`src/rtl/st7735_pkg.sv`:
```
// Shared constants for the ST7735 SPI driver: command bytes, init ROM,
// FSM state encodings and the SPI byte length.
package st7735_pkg;

  localparam logic [7:0] CMD_SWRESET = 8'h01;
  localparam logic [7:0] CMD_SLPOUT  = 8'h11;
  localparam logic [7:0] CMD_COLMOD  = 8'h3A;
  localparam logic [7:0] CMD_MADCTL  = 8'h36;
  localparam logic [7:0] CMD_CASET   = 8'h2A;
  localparam logic [7:0] CMD_RASET   = 8'h2B;
  localparam logic [7:0] CMD_DISPON  = 8'h29;
  localparam logic [7:0] CMD_RAMWR   = 8'h2C;

  localparam int BYTE_PHASES = 16;
  localparam int INIT_LEN    = 18;

  localparam logic [2:0] ST_HW_RESET = 3'd0;
  localparam logic [2:0] ST_HW_WAIT  = 3'd1;
  localparam logic [2:0] ST_INIT     = 3'd2;
  localparam logic [2:0] ST_INIT_DLY = 3'd3;
  localparam logic [2:0] ST_PIXELS   = 3'd4;

  typedef struct packed {
    logic       dc;
    logic       dly;
    logic [7:0] data;
  } rom_entry_t;

  // Window covers the whole landscape panel so RAMWR never needs reissuing.
  function automatic rom_entry_t init_rom(input logic [4:0] idx);
    case (idx)
      5'd0:    init_rom = '{1'b0, 1'b1, CMD_SWRESET};
      5'd1:    init_rom = '{1'b0, 1'b1, CMD_SLPOUT};
      5'd2:    init_rom = '{1'b0, 1'b0, CMD_COLMOD};
      5'd3:    init_rom = '{1'b1, 1'b0, 8'h05};
      5'd4:    init_rom = '{1'b0, 1'b0, CMD_MADCTL};
      5'd5:    init_rom = '{1'b1, 1'b0, 8'h60};
      5'd6:    init_rom = '{1'b0, 1'b0, CMD_CASET};
      5'd7,
      5'd8,
      5'd9:    init_rom = '{1'b1, 1'b0, 8'h00};
      5'd10:   init_rom = '{1'b1, 1'b0, 8'h9F};
      5'd11:   init_rom = '{1'b0, 1'b0, CMD_RASET};
      5'd12,
      5'd13,
      5'd14:   init_rom = '{1'b1, 1'b0, 8'h00};
      5'd15:   init_rom = '{1'b1, 1'b0, 8'h7F};
      5'd16:   init_rom = '{1'b0, 1'b1, CMD_DISPON};
      default: init_rom = '{1'b0, 1'b0, CMD_RAMWR};
    endcase
  endfunction

endpackage

```
`src/rtl/st7735_lcd_spi_byte_tx.sv`:
```
// Mode-0 SPI byte shifter: 16 clk cycles per byte, MSB first, SCK = clk/2.
// A start on the final phase chains the next byte with no gap.
module spi_byte_tx
  import st7735_pkg::*;
(
  input  logic       clk,
  input  logic       rst,
  input  logic       start_i,
  input  logic [7:0] byte_i,
  input  logic       dc_i,
  output logic       busy_o,
  output logic       done_o,
  output logic       sck_o,
  output logic       mosi_o,
  output logic       dc_o
);

  logic [3:0] cnt_q, cnt_d;
  logic [7:0] sh_q, sh_d;
  logic       busy_q, busy_d, sck_q, sck_d, mosi_q, mosi_d, dc_q, dc_d;
  logic       last;

  assign last = busy_q && (cnt_q == 4'(BYTE_PHASES - 1));

  always_comb begin
    cnt_d  = cnt_q;
    sh_d   = sh_q;
    busy_d = busy_q;
    sck_d  = sck_q;
    mosi_d = mosi_q;
    dc_d   = dc_q;
    if (start_i && (!busy_q || last)) begin
      busy_d = 1'b1;
      cnt_d  = 4'd0;
      sck_d  = 1'b0;
      mosi_d = byte_i[7];
      sh_d   = {byte_i[6:0], 1'b0};
      dc_d   = dc_i;
    end else if (last) begin
      busy_d = 1'b0;
      sck_d  = 1'b0;
      cnt_d  = 4'd0;
    end else if (busy_q) begin
      cnt_d = cnt_q + 4'd1;
      sck_d = ~cnt_q[0];
      // MOSI only moves when SCK falls into phase 0.
      if (cnt_q[0]) begin
        mosi_d = sh_q[7];
        sh_d   = {sh_q[6:0], 1'b0};
      end
    end
  end

  always_ff @(posedge clk) begin
    if (rst) begin
      cnt_q  <= 4'd0;
      sh_q   <= 8'd0;
      busy_q <= 1'b0;
      sck_q  <= 1'b0;
      mosi_q <= 1'b0;
      dc_q   <= 1'b0;
    end else begin
      cnt_q  <= cnt_d;
      sh_q   <= sh_d;
      busy_q <= busy_d;
      sck_q  <= sck_d;
      mosi_q <= mosi_d;
      dc_q   <= dc_d;
    end
  end

  assign busy_o = busy_q;
  assign done_o = last;
  assign sck_o  = sck_q;
  assign mosi_o = mosi_q;
  assign dc_o   = dc_q;

endmodule

```
`src/rtl/st7735_lcd.sv`:
```
// ST7735 160x128 panel driver: hardware reset, init ROM, then an endless
// raster stream of RGB565 pixels requested from a combinational generator.
module st7735_lcd
  import st7735_pkg::*;
#(
  parameter int WIDTH        = 160,
  parameter int HEIGHT       = 128,
  parameter int DELAY_CYCLES = 1_800_000
) (
  input  logic        clk,
  input  logic        rst,
  output logic [7:0]  x,
  output logic [6:0]  y,
  input  logic [15:0] color,
  output logic        oled_cs,
  output logic        oled_clk,
  output logic        oled_mosi,
  output logic        oled_dc,
  output logic        reset
);

  localparam logic [31:0] DLY_LAST = 32'(DELAY_CYCLES - 1);

  logic [2:0]  state_q, state_d;
  logic [31:0] dly_q, dly_d;
  logic [4:0]  idx_q, idx_d;
  logic        cur_dly_q, cur_dly_d, half_q, half_d, cs_q, cs_d, res_n_q, res_n_d;
  logic [7:0]  x_q, x_d, px_lo_q, px_lo_d;
  logic [6:0]  y_q, y_d;
  logic        tx_start, tx_dc, tx_busy, tx_done, tx_ready, dly_end, issue_rom;
  logic [7:0]  tx_byte;
  rom_entry_t  ent;

  assign ent      = init_rom(idx_q);
  assign tx_ready = !tx_busy || tx_done;
  assign dly_end  = (dly_q == DLY_LAST);

  always_comb begin
    state_d   = state_q;
    dly_d     = dly_q;
    idx_d     = idx_q;
    cur_dly_d = cur_dly_q;
    half_d    = half_q;
    cs_d      = cs_q;
    res_n_d   = res_n_q;
    x_d       = x_q;
    y_d       = y_q;
    px_lo_d   = px_lo_q;
    tx_start  = 1'b0;
    tx_byte   = ent.data;
    tx_dc     = ent.dc;
    issue_rom = 1'b0;
    case (state_q)
      ST_HW_RESET: begin
        dly_d = dly_q + 32'd1;
        if (dly_end) begin
          dly_d   = 32'd0;
          state_d = ST_HW_WAIT;
          res_n_d = 1'b1;
        end
      end
      ST_HW_WAIT: begin
        dly_d = dly_q + 32'd1;
        if (dly_end) begin
          dly_d     = 32'd0;
          cs_d      = 1'b0;
          issue_rom = 1'b1;
        end
      end
      ST_INIT: begin
        if (tx_done && cur_dly_q) begin
          state_d = ST_INIT_DLY;
          dly_d   = 32'd0;
        end else if (tx_ready) begin
          issue_rom = 1'b1;
        end
      end
      ST_INIT_DLY: begin
        dly_d = dly_q + 32'd1;
        if (dly_end) begin
          dly_d     = 32'd0;
          issue_rom = 1'b1;
        end
      end
      ST_PIXELS: begin
        if (tx_ready) begin
          tx_start = 1'b1;
          tx_dc    = 1'b1;
          half_d   = ~half_q;
          if (!half_q) begin
            // Sample the pixel and request the next coordinate on the same edge.
            tx_byte = color[15:8];
            px_lo_d = color[7:0];
            if (x_q == 8'(WIDTH - 1)) begin
              x_d = 8'd0;
              y_d = (y_q == 7'(HEIGHT - 1)) ? 7'd0 : y_q + 7'd1;
            end else begin
              x_d = x_q + 8'd1;
            end
          end else begin
            tx_byte = px_lo_q;
          end
        end
      end
      default: state_d = ST_HW_RESET;
    endcase
    if (issue_rom) begin
      tx_start  = 1'b1;
      cur_dly_d = ent.dly;
      idx_d     = idx_q + 5'd1;
      state_d   = (idx_q == 5'(INIT_LEN - 1)) ? ST_PIXELS : ST_INIT;
    end
  end

  always_ff @(posedge clk) begin
    if (rst) begin
      state_q   <= ST_HW_RESET;
      dly_q     <= 32'd0;
      idx_q     <= 5'd0;
      cur_dly_q <= 1'b0;
      half_q    <= 1'b0;
      cs_q      <= 1'b1;
      res_n_q   <= 1'b0;
      x_q       <= 8'd0;
      y_q       <= 7'd0;
    end else begin
      state_q   <= state_d;
      dly_q     <= dly_d;
      idx_q     <= idx_d;
      cur_dly_q <= cur_dly_d;
      half_q    <= half_d;
      cs_q      <= cs_d;
      res_n_q   <= res_n_d;
      x_q       <= x_d;
      y_q       <= y_d;
    end
  end

  always_ff @(posedge clk) begin
    px_lo_q <= px_lo_d;
  end

  spi_byte_tx u_tx (
    .clk     (clk),
    .rst     (rst),
    .start_i (tx_start),
    .byte_i  (tx_byte),
    .dc_i    (tx_dc),
    .busy_o  (tx_busy),
    .done_o  (tx_done),
    .sck_o   (oled_clk),
    .mosi_o  (oled_mosi),
    .dc_o    (oled_dc)
  );

  assign x       = x_q;
  assign y       = y_q;
  assign oled_cs = cs_q;
  assign reset   = res_n_q;

endmodule

```
`config.mk`:
```
export PLATFORM = sky130hd
export DESIGN_NAME = st7735_lcd
export DESIGN_NICKNAME = d
export VERILOG_FILES = /design/src/rtl/st7735_pkg.sv /design/src/rtl/st7735_lcd_spi_byte_tx.sv /design/src/rtl/st7735_lcd.sv
export SDC_FILE = /design/constraint.sdc
export NUM_CORES = 1
export LEC_CHECK = 0
export BUFFER_PORTS_ARGS = -buffer_cell sky130_fd_sc_hd__buf_4
export CAP_MARGIN = 20
export CORE_MARGIN = 2
export CORE_UTILIZATION = 54
export CTS_BUF_LIST = sky130_fd_sc_hd__clkbuf_8 sky130_fd_sc_hd__clkbuf_16
export DETAILED_ROUTE_END_ITERATION = 16
export HOLD_SLACK_MARGIN = 0.05
export PLACE_DENSITY = 0.82
export SYNTH_ARGS = -nofsm -noshare
export SYNTH_HDL_FRONTEND = slang
export SYNTH_SLANG_ARGS = --single-unit
export TNS_END_PERCENT = 10
```
`constraint.sdc`:
```
create_clock -name clk -period 2.8 [get_ports clk]
set_input_delay 0.28 -clock clk [delete_from_list [all_inputs] [get_ports clk]]
set_output_delay 0.28 -clock clk [all_outputs]
set_load 0.01 [all_outputs]
```
== Word-level counts from Yosys, hierarchy flattened ==
Memories as Yosys holds them, arrays and structs flattened. A register that Yosys moved wholly into a read port is not among the register bits.
Cells that the tools add are included.

* Add/subtract/negate cells: 5
* Multipliers: 0
* Divide/modulo/power cells: 0
* $lt $le $gt $ge: 0
* Equal/unequal tests: 14
* Shifts and indexed selects: 0
* Multiplexer cells: 33
* Bitwise logic cells: 2
* Reductions and logical operators: 22

{| class="wikitable"
|+ Operator list
! kind !! count
|-
| $mux 32 || 2
|-
| $mux 8 || 8
|-
| $pmux 32 s2 || 1
|-
| $add 32x1->32 const B || 1
|-
| $eq 32x21->1 const B || 1
|-
| $mux 1 || 13
|-
| $mux 3 || 4
|-
| $mux 5 || 2
|-
| $pmux 3 s3 || 1
|-
| $reduce_and 3->1 || 3
|-
| $reduce_or 3->1 || 3
|-
| $add 8x1->8 const B || 1
|-
| $eq 8x8->1 const B || 1
|-
| $reduce_and 2->1 || 4
|-
| $reduce_bool 2->1 || 4
|-
| $add 7x1->7 const B || 1
|-
| $eq 7x7->1 const B || 1
|-
| $mux 7 || 1
|-
| $eq 3x2->1 const B || 2
|-
| $ne 3x3->1 const B || 2
|-
| $add 5x1->5 const B || 1
|-
| $eq 5x5->1 const B || 1
|-
| $add 4x1->4 const B || 1
|-
| $eq 4x4->1 const B || 1
|-
| 12 further kinds || 16
|}

* Flip-flop bits (word level): 82
* Latch bits: 0
* Bits in writable memories: 0
* ROM bits: 320
* Bits of input ports: 18
* Logic and storage cells: 93
* Memories kept: 1

{| class="wikitable"
|+ Memory list
! memory !! words !! bits a word !! read ports !! clocked after Yosys merged registers in !! write ports !! line !! text
|-
| (no name shown) || 32 || 10 || 1 || 1 || 0 || st7735_pkg.sv:31 || <nowiki>case (idx)</nowiki>
|}

== Logic depth before layout (Yosys ltp) ==
Gate-level depths: netlist of run 1.

* Depth after elaboration: 10
* Gate-level depth with buffers: 14
* Depth with buffers taken out: 13

== Modules after synthesis ==
Synthesis of run 1 repeated with hierarchy kept, for this count alone.

* Cell total of the unflattened synthesis: 552
* Area, all modules: 4,769.6 um^2

{| class="wikitable"
|+ Modules (own cells, without submodules)
! module !! instances !! cells each !! area an instance (um^2) !! sequential area each (um^2)
|-
| st7735_lcd || 1 || 465 || 4,021.4 || 1,621.6
|-
| spi_byte_tx || 1 || 87 || 748.2 || 280.3
|}

== Worst setup path before layout of run 1 ==
Ideal clock, no wire load.

* Path type: register to register
* From: register u_tx.cnt_q[0]
* To: register, netlist name ent[4]
* Library setup time: 132 ps
* Arrival: 3,011 ps
* Data required time: 2,668 ps
* Setup slack: -343 ps
* Cell stages (with the launch flop): 14
* Path buffers: 0
* Clock period less this slack: 3,143 ps
* Cell sequence: dfxtp_1 ha_1 nand3_2 or2_1 a211oi_1 nor2_1 xor2_1 nor2_1 inv_1 ha_1 inv_1 a21oi_1 a211oi_1 a311oi_2

* Word-level cells in the longest chain between the ends: 8
* Elaborated cells on any way between the ends: 9
* Classes of those cells: eq/ne (1); mux (5); reduce/logical (3)

{| class="wikitable"
|+ RTL lines
! item !! line !! text
|-
| start, declared || st7735_lcd_spi_byte_tx.sv:18 || <nowiki>logic [3:0] cnt_q, cnt_d;</nowiki>
|-
| start signal, assigned || st7735_lcd_spi_byte_tx.sv:63 || <nowiki>cnt_q <= cnt_d;</nowiki>
|-
| $eq 4x4->1 * || st7735_lcd_spi_byte_tx.sv:23 || <nowiki>assign last = busy_q && (cnt_q == 4'(BYTE_PHASES - 1));</nowiki>
|-
| $logic_and 1x1->1 * || st7735_lcd_spi_byte_tx.sv:23 ||
|-
| $logic_or 1x1->1 || st7735_lcd.sv:35 || <nowiki>assign tx_ready = !tx_busy || tx_done;</nowiki>
|-
| $mux 1 || st7735_lcd.sv:74 || <nowiki>end else if (tx_ready) begin</nowiki>
|-
| $mux 1 * || st7735_lcd.sv:71 || <nowiki>if (tx_done && cur_dly_q) begin</nowiki>
|-
| $pmux 1 s2 * || st7735_lcd.sv:53 || <nowiki>case (state_q)</nowiki>
|-
| $mux 5 (no source line) * (2 in series) || - ||
|}

Every way passes the cells marked *; elsewhere a longest branch is shown, timed or not.
A chain may end at the register's enable or synchronous reset.

== Worst setup path after layout of run 1 ==
* From: register dly_q[11]
* To: register, netlist name ent[1]

* Word-level cells in the longest chain between the ends: 5

{| class="wikitable"
|+ RTL lines
! item !! line !! text
|-
| start, declared || st7735_lcd.sv:25 || <nowiki>logic [31:0] dly_q, dly_d;</nowiki>
|-
| start signal, assigned || st7735_lcd.sv:128 || <nowiki>dly_q <= dly_d;</nowiki>
|-
| $eq 32x21->1 || st7735_lcd.sv:36 || <nowiki>assign dly_end = (dly_q == DLY_LAST);</nowiki>
|-
| $mux 1 || st7735_lcd.sv:64, st7735_lcd.sv:80 ||
|-
| $pmux 1 s2 || st7735_lcd.sv:53 ||
|-
| $mux 5 (no source line) (2 in series) || - ||
|}

No other way between the ends.

==> results.json, run 1 <==
{
  "status": "completed",
  "irDropWorstVdd_mv": 0.308,
  "stdcell_count": 691,
  "track_usage": 0.239,
  "dp_cells": 669,
  "power_density_nw_per_um2": 463,
  "gr-total-overflow": 0,
  "clkSinkCount": 91,
  "cp_max_fo": 4,
  "layout.nets": 611,
  "fmax_ghz": 0.361,
  "total_power_mw": 2.49,
  "cts_buffers": 9,
  "path_clk_slew_ns": 0.09,
  "vias_per_cell": 5.96,
  "cts_tree": "built",
  "vias": 4119,
  "syn-instance-count": 525,
  "hp-class": "input pin to flop",
  "postRouteWirelength_mm": 10.7,
  "synth-compound-area-share": 0.187,
  "final.min_clock_period_ns": 2.77,
  "switchingPower_mw": 0.639,
  "rsz0062_at_grt": "yes",
  "synth_area_leaders": "dfxtp_1 37%, nor2_1 5.6%, edfxtp_1 5.3%",
  "grt_pass1_wl_mm": 17.3,
  "netlist_area_sq_um": 4530,
  "final_antenna_net_count": 0,
  "synth_fa_ha_area_frac": 0.0332,
  "worst_setup_path_start_kind": "flop",
  "path_cells": "or4b_4 > nor4_4 > and4_4 > nor2_2 > xor2_1 > nor2_2 > inv_2 > ha_4 > inv_1 > o211ai_1 > o2111ai_1 > o21ai_0",
  "synth_top_area_cell": "dfxtp_1",
  "setup_viol": 0,
  "grt_max_degree": 33,
  "drv_slew": 0,
  "drt-initial-drc-count": 174,
  "final.period_utilization": 0.990,
  "regArea_sq_um": 1910,
  "synth_common_cells": "83 x dfxtp_1, 68 x nor2_1, 47 x a21oi_1",
  "yosys_warnings": 0,
  "areaGrowthSynthToFinish_pct": 19.0,
  "p_int_mw": 1.85,
  "clk_latency_ns": 0.37,
  "first_global_vias": 3822,
  "switching_share": 0.257,
  "ys_ff_latch": 91,
  "route.detailed.drc": 0,
  "die_x_um": 95.5,
  "ioPinCount": 38,
  "nFillCells": 656,
  "fin_util": 0.659,
  "grt_antenna_before_repair": 0,
  "crit_path_end_kind": "flop",
  "fp.dieArea_sq_um": 9130,
  "die_y_um": 95.5,
  "cp.arrival_ns": 3.01,
  "synth-xor-area-share": 0.0406,
  "synth_flop_cell": "dfxtp_1",
  "synth_edf_count": 8,
  "cts_root_buffer": "clkbuf_8",
  "num_rows": 33,
  "power_frac_seq": 0.542,
  "path_class": "flop to flop",
  "async_reset_ff_frac": 0,
  "critPathMaxStageDelay_ns": 0.52,
  "initial_core_util": 0.554,
  "cts_buffer_depth": 2,
  "cp.required_ns": 3.04,
  "power_frac_clock": 0.366,
  "antenna_cells": 0,
  "multiInputGateArea_sq_um": 2530,
  "leakage_nw": 2.07,
  "hold_buffers": 0,
  "first_pass_iters": 4,
  "maxCapViolCount": 0,
  "ctsHtreeMaxLevel": 3,
  "avgRoutedWirePerCell_um": 15.5,
  "synth_nets": 555,
  "dp_hpwl_mm": 7.25,
  "yosysMostFrequentCell": "dfxtp_1",
  "slowest_stage": "or4b_4",
  "synth_top_family_by_area": "simple AND/OR/NAND/NOR gates",
  "power_frac_comb": 0.092,
  "fp.coreArea_sq_um": 8180,
  "drive_gt1_frac": 0.217,
  "synthSimpleGateAreaFrac": 0.244,
  "path_common_cell": "nor2_2",
  "syn_area_per_cell_sq_um": 8.62,
  "yosys-mux-area-fraction": 0.0368,
  "slew_headroom": 0.597,
  "yosysTopAreaCellShare": 0.367,
  "io_buffers": 37,
  "yosysSeqAreaShare": 0.420,
  "tightestPinTransition_ns": 0.598,
  "clock_skew_ns": 0.00955,
  "routabilityCongestion": 0.903,
  "hold_viol_final": 0,
  "synth_cell_type_count": 64
}
[layout make-up]
type,count,area share
Clock buffer,9,0.0230
Clock inverter,7,0.0139
Inverter,11,0.00999
Multi-Input combinational cell,395,0.470
Sequential cell,91,0.355
Tap cell,105,0.0244
Timing Repair Buffer,73,0.104
[worst max-delay path: cells and delay by family (launching register included)]
| family | cells | cell delay (ns) |
|---|---|---|
| AO/OA/AOI/OAI | 3 | 0.40 |
| XOR/XNOR | 1 | 0.20 |
| AND/OR/NAND/NOR | 5 | 1.31 |
| buffers and inverters | 2 | 0.22 |
| flip-flops | 1 | 0.35 |
| adder cells (fa/ha/maj) | 1 | 0.17 |
[routing by layer]
metal | part of all wire | global-route usage | vias to the layer above
li1 | - | - | 2018
met1 | 0.44 | 0.287 | 1990
met2 | 0.50 | 0.415 | 87
met3 | 0.035 | 0.0474 | 24
met4 | 0.025 | 0.104 | 0
met5 | 0 | 0 | -
[registers in the layout, summed over array words and instances, names as in the netlist]
register	count
cur_dly_q	1
u_tx.mosi_o	1
u_tx.cnt_q	4
oled_cs	1
dly_q	32
y	7
state_q	3
u_tx.sh_q	7
reset	1
x	8
idx_q	5
u_tx.dc_o	1
half_q	1
u_tx.busy_o	1
px_lo_q	8
ent	10
[path summary, 6_finish.rpt]
check	start	endpoint	slack (ns)	cells past startpoint
hold / removal	color[2]	px_lo_q[2]	0.09	1
hold reg to reg	u_tx.sh_q[6]	u_tx.sh_q[6]	0.46	2
setup / recovery	dly_q[11]	ent[1]	0.03	12
setup reg to reg	dly_q[11]	ent[1]	0.03	12
[cell usage in the layout, fill, tap and decap left out, types with 13 or more instances in the layout]
cell / instances
nor2_1: 66
and3_1: 13
buf_4: 70
nor3_1: 16
o21ai_0: 22
nand3_1: 17
a21oi_1: 46
nand2_1: 41
xor2_1: 15
dfxtp_1: 80
[stage by stage]
stage | hold slack [ns] | cell area [sq um] | worst slack, ns | TNS [ns]
2_1_floorplan | 0.379 | 4540 | 0.00659 | 0
3_3_place_gp | 0.443 | 5060 | 0.140 | 0
3_5_place_dp | 0.449 | 5060 | 0.0347 | 0
4_1_cts | 0.0758 | 5260 | 0.00101 | 0
5_1_grt | 0.0733 | 5380 | -0.127 | -0.280
6_report | 0.0863 | 5380 | 0.0277 | 0
[cell families after synthesis]
| logic type | after synthesis |
|---|---|
| AOI/OAI and AO/OA | 131 |
| xor gates and xnor gates | 21 |
| adders and majority gates | 12 |
| buffers and inverters | 39 |
| DFF | 91 |
| muxes | 16 |
| and+or+nand+nor | 215 |
[power by group through the flow]
stage | Combinational (mW) | Sequential (mW) | Clock [mW]
floorplan | 0.133 | 1.38 | 0
global placement | 0.196 | 1.38 | 0
detailed placement | 0.204 | 1.38 | 0
CTS | 0.205 | 1.35 | 0.920
global route | 0.252 | 1.35 | 0.970
finish | 0.229 | 1.35 | 0.911
[timing repair]
item / in CTS / in global routing
resized for setup: 0 / 24
setup endpoints to repair: 0 / 25
hold endpoints to repair: 0 / 0
setup buffers: 0 / 6
(Power assumes the default switching activity.)
==> inputs of run 2 (changes only) <==
--- a/config.mk
+++ b/config.mk
@@ -13,5 +13,5 @@
 export DETAILED_ROUTE_END_ITERATION = 16
 export HOLD_SLACK_MARGIN = 0.05
-export PLACE_DENSITY = 0.82
+export PLACE_DENSITY = 0.77
 export SYNTH_ARGS = -nofsm -noshare
 export SYNTH_HDL_FRONTEND = slang
==> constraint.sdc (replaced) <==
create_clock -name clk -period 2.34 [get_ports clk]
set_input_delay 0.234 -clock clk [delete_from_list [all_inputs] [get_ports clk]]
set_output_delay 0.234 -clock clk [all_outputs]
set_load 0.05 [all_outputs]
==> run 2 against run 1 <==
  * The run now ends with negative setup slack left
  * Clock power increased by 21%
  * Critical endpoint is now ent[5]
  * Critical path type unchanged
  * Core utilization increased by 9.9 points
  * Critical path depth decreased by 3
  * Worst setup slack worse by 0.21 ns
  * Register-to-register slack worse by 0.21 ns
  * Wire length increased by 16%
  * Final area grew 15%
==> results.json, run 2 (synthesis results as in run 1) <==
{
  "antenna_cells": 0,
  "initial_core_util": 0.554,
  "io_buffers": 37,
  "final.period_utilization": 1.08,
  "ctsHtreeMaxLevel": 3,
  "path_class": "flop to flop",
  "fp.coreArea_sq_um": 8180,
  "first_pass_iters": 4,
  "crit_path_end_kind": "flop",
  "dp_cells": 726,
  "routabilityCongestion": 0.920,
  "postRouteWirelength_mm": 12.4,
  "fin_util": 0.757,
  "avgRoutedWirePerCell_um": 16.2,
  "drt-initial-drc-count": 208,
  "fp.dieArea_sq_um": 9130,
  "cts_root_buffer": "clkbuf_8",
  "slew_headroom": 0.654,
  "layout_common_cells": "125 x buf_4, 76 x dfxtp_1, 61 x nor2_1, 43 x a21oi_1, 38 x nand2_1",
  "final.min_clock_period_ns": 2.52,
  "nFillCells": 556,
  "num_rows": 33,
  "place_ws_ns": -0.375,
  "cp.arrival_ns": 2.81,
  "tightestPinTransition_ns": 0.515,
  "grt_max_degree": 33,
  "clock_skew_ns": 0.0170,
  "top_register": "dly_q",
  "setup_viol": 9,
  "hold_viol_final": 0,
  "cts_buffer_depth": 2,
  "fmax_ghz": 0.397,
  "clk_latency_ns": 0.37,
  "cts_tree": "built",
  "rsz0062_at_grt": "yes",
  "die_x_um": 95.5,
  "areaGrowthSynthToFinish_pct": 36.8,
  "cts_buffers": 9,
  "finalWorstSetupSlack_ns": -0.179,
  "setup_tns_ns": -1.24,
  "worst_setup_path_start_kind": "flop",
  "die_y_um": 95.5,
  "total_power_mw": 3.09,
  "cp.required_ns": 2.63,
  "grt_antenna_before_repair": 0,
  "power_density_nw_per_um2": 498,
  "vias": 4501,
  "layout_commonest_cell": "buf_4",
  "grt_pass1_wl_mm": 18.9,
  "vias_per_cell": 5.91,
  "irDropWorstVdd_mv": 0.335,
  "first_global_vias": 4140,
  "status": "complete, but fails checks",
  "final_antenna_net_count": 0,
  "drive_gt1_frac": 0.344,
  "ioPinCount": 38,
  "dp_hpwl_mm": 8.18,
  "stdcell_count": 762,
  "route.detailed.drc": 0,
  "leakage_nw": 2.48,
  "gr-total-overflow": 0,
  "hp-class": "input pin to flop",
  "maxCapViolCount": 0,
  "clkSinkCount": 91,
  "track_usage": 0.264,
  "path_clk_slew_ns": 0.10,
  "cp_max_fo": 6,
  "violations": "negative setup slack",
  "drv_slew": 0,
  "largest_reg_flops": 32,
  "layout.nets": 682
}
run 2: cell types whose count changed in the layout (fill, tap and decap cells not counted), moves of 4 or more:
cell,change
o21ai_0,-10
o21ai_1,+11
dfxtp_1,-4
nor2_1,-5
nor2_4,+5
dfxtp_2,+5
buf_4,+55
dlygate4sd3_1,+8
run 2: metrics by stage:
step / area (sq um) / hold slack, ns
finish: 6190 / 0.257
global route: 6190 / 0.251
CTS: 5990 / 0.246
detailed placement: 5570 / 0.413
global placement: 5560 / 0.412
floorplan: 4610 / 0.333
run 2: path summary, 6_finish.rpt:
kind	start	endpoint	slack (ns)	cells after the start
max	dly_q[7]	ent[5]	-0.18	9
min	rst	idx_q[0]	0.26	2
max reg2reg	dly_q[7]	ent[5]	-0.18	9
min reg2reg	oled_cs	oled_cs	0.47	2
run 2: power breakdown:
part	total, mW	internal, mW	switching [mW]	leakage, nW
Clock	1.10	0.503	0.600	0.106
Combinational	0.367	0.175	0.192	1.63
Sequential	1.62	1.60	0.0195	0.745
Total	3.09	2.27	0.812	2.48
run 2: cell type report:
cell class	count	area, sq um	share of cell area
clock inverter	7	75.1	0.0121
inverter	11	56.3	0.00909
timing repair buffer	144	1180	0.191
multi-input combinational	395	2710	0.438
sequential	91	1910	0.309
clock buffer	9	124	0.0200
tap	105	131	0.0212
run 2: metal layers:
layer	up-vias	wire length [um]	part of all wire	global-route usage
met4	0	305	0.025	0.114
met2	156	6240	0.50	0.455
met1	2152	5200	0.42	0.323
li1	2166	-	-	-
met3	27	633	0.051	0.0435
met5	-	0	0	0
run 2: worst max-delay path, stage by stage, from the launching register on:
cell       delay (ns)
dfxtp_2          0.33
or4b_4           0.54
nor4_4           0.17
and4_4           0.32
buf_4            0.14
o211ai_1         0.12
o21a_4           0.18
buf_4            0.14
or3_1            0.38
o2111ai_2        0.11
run 2: repair_timing:
item | 4_1_cts | 5_1_grt
endpoints found under the setup margin | 34 | 54
pin swaps | 13 | 31
setup buffers | 5 | 5
resized for setup | 28 | 41
gates cloned | 0 | 2
hold endpoints to repair | 8 | 0
hold buffers | 8 | 0
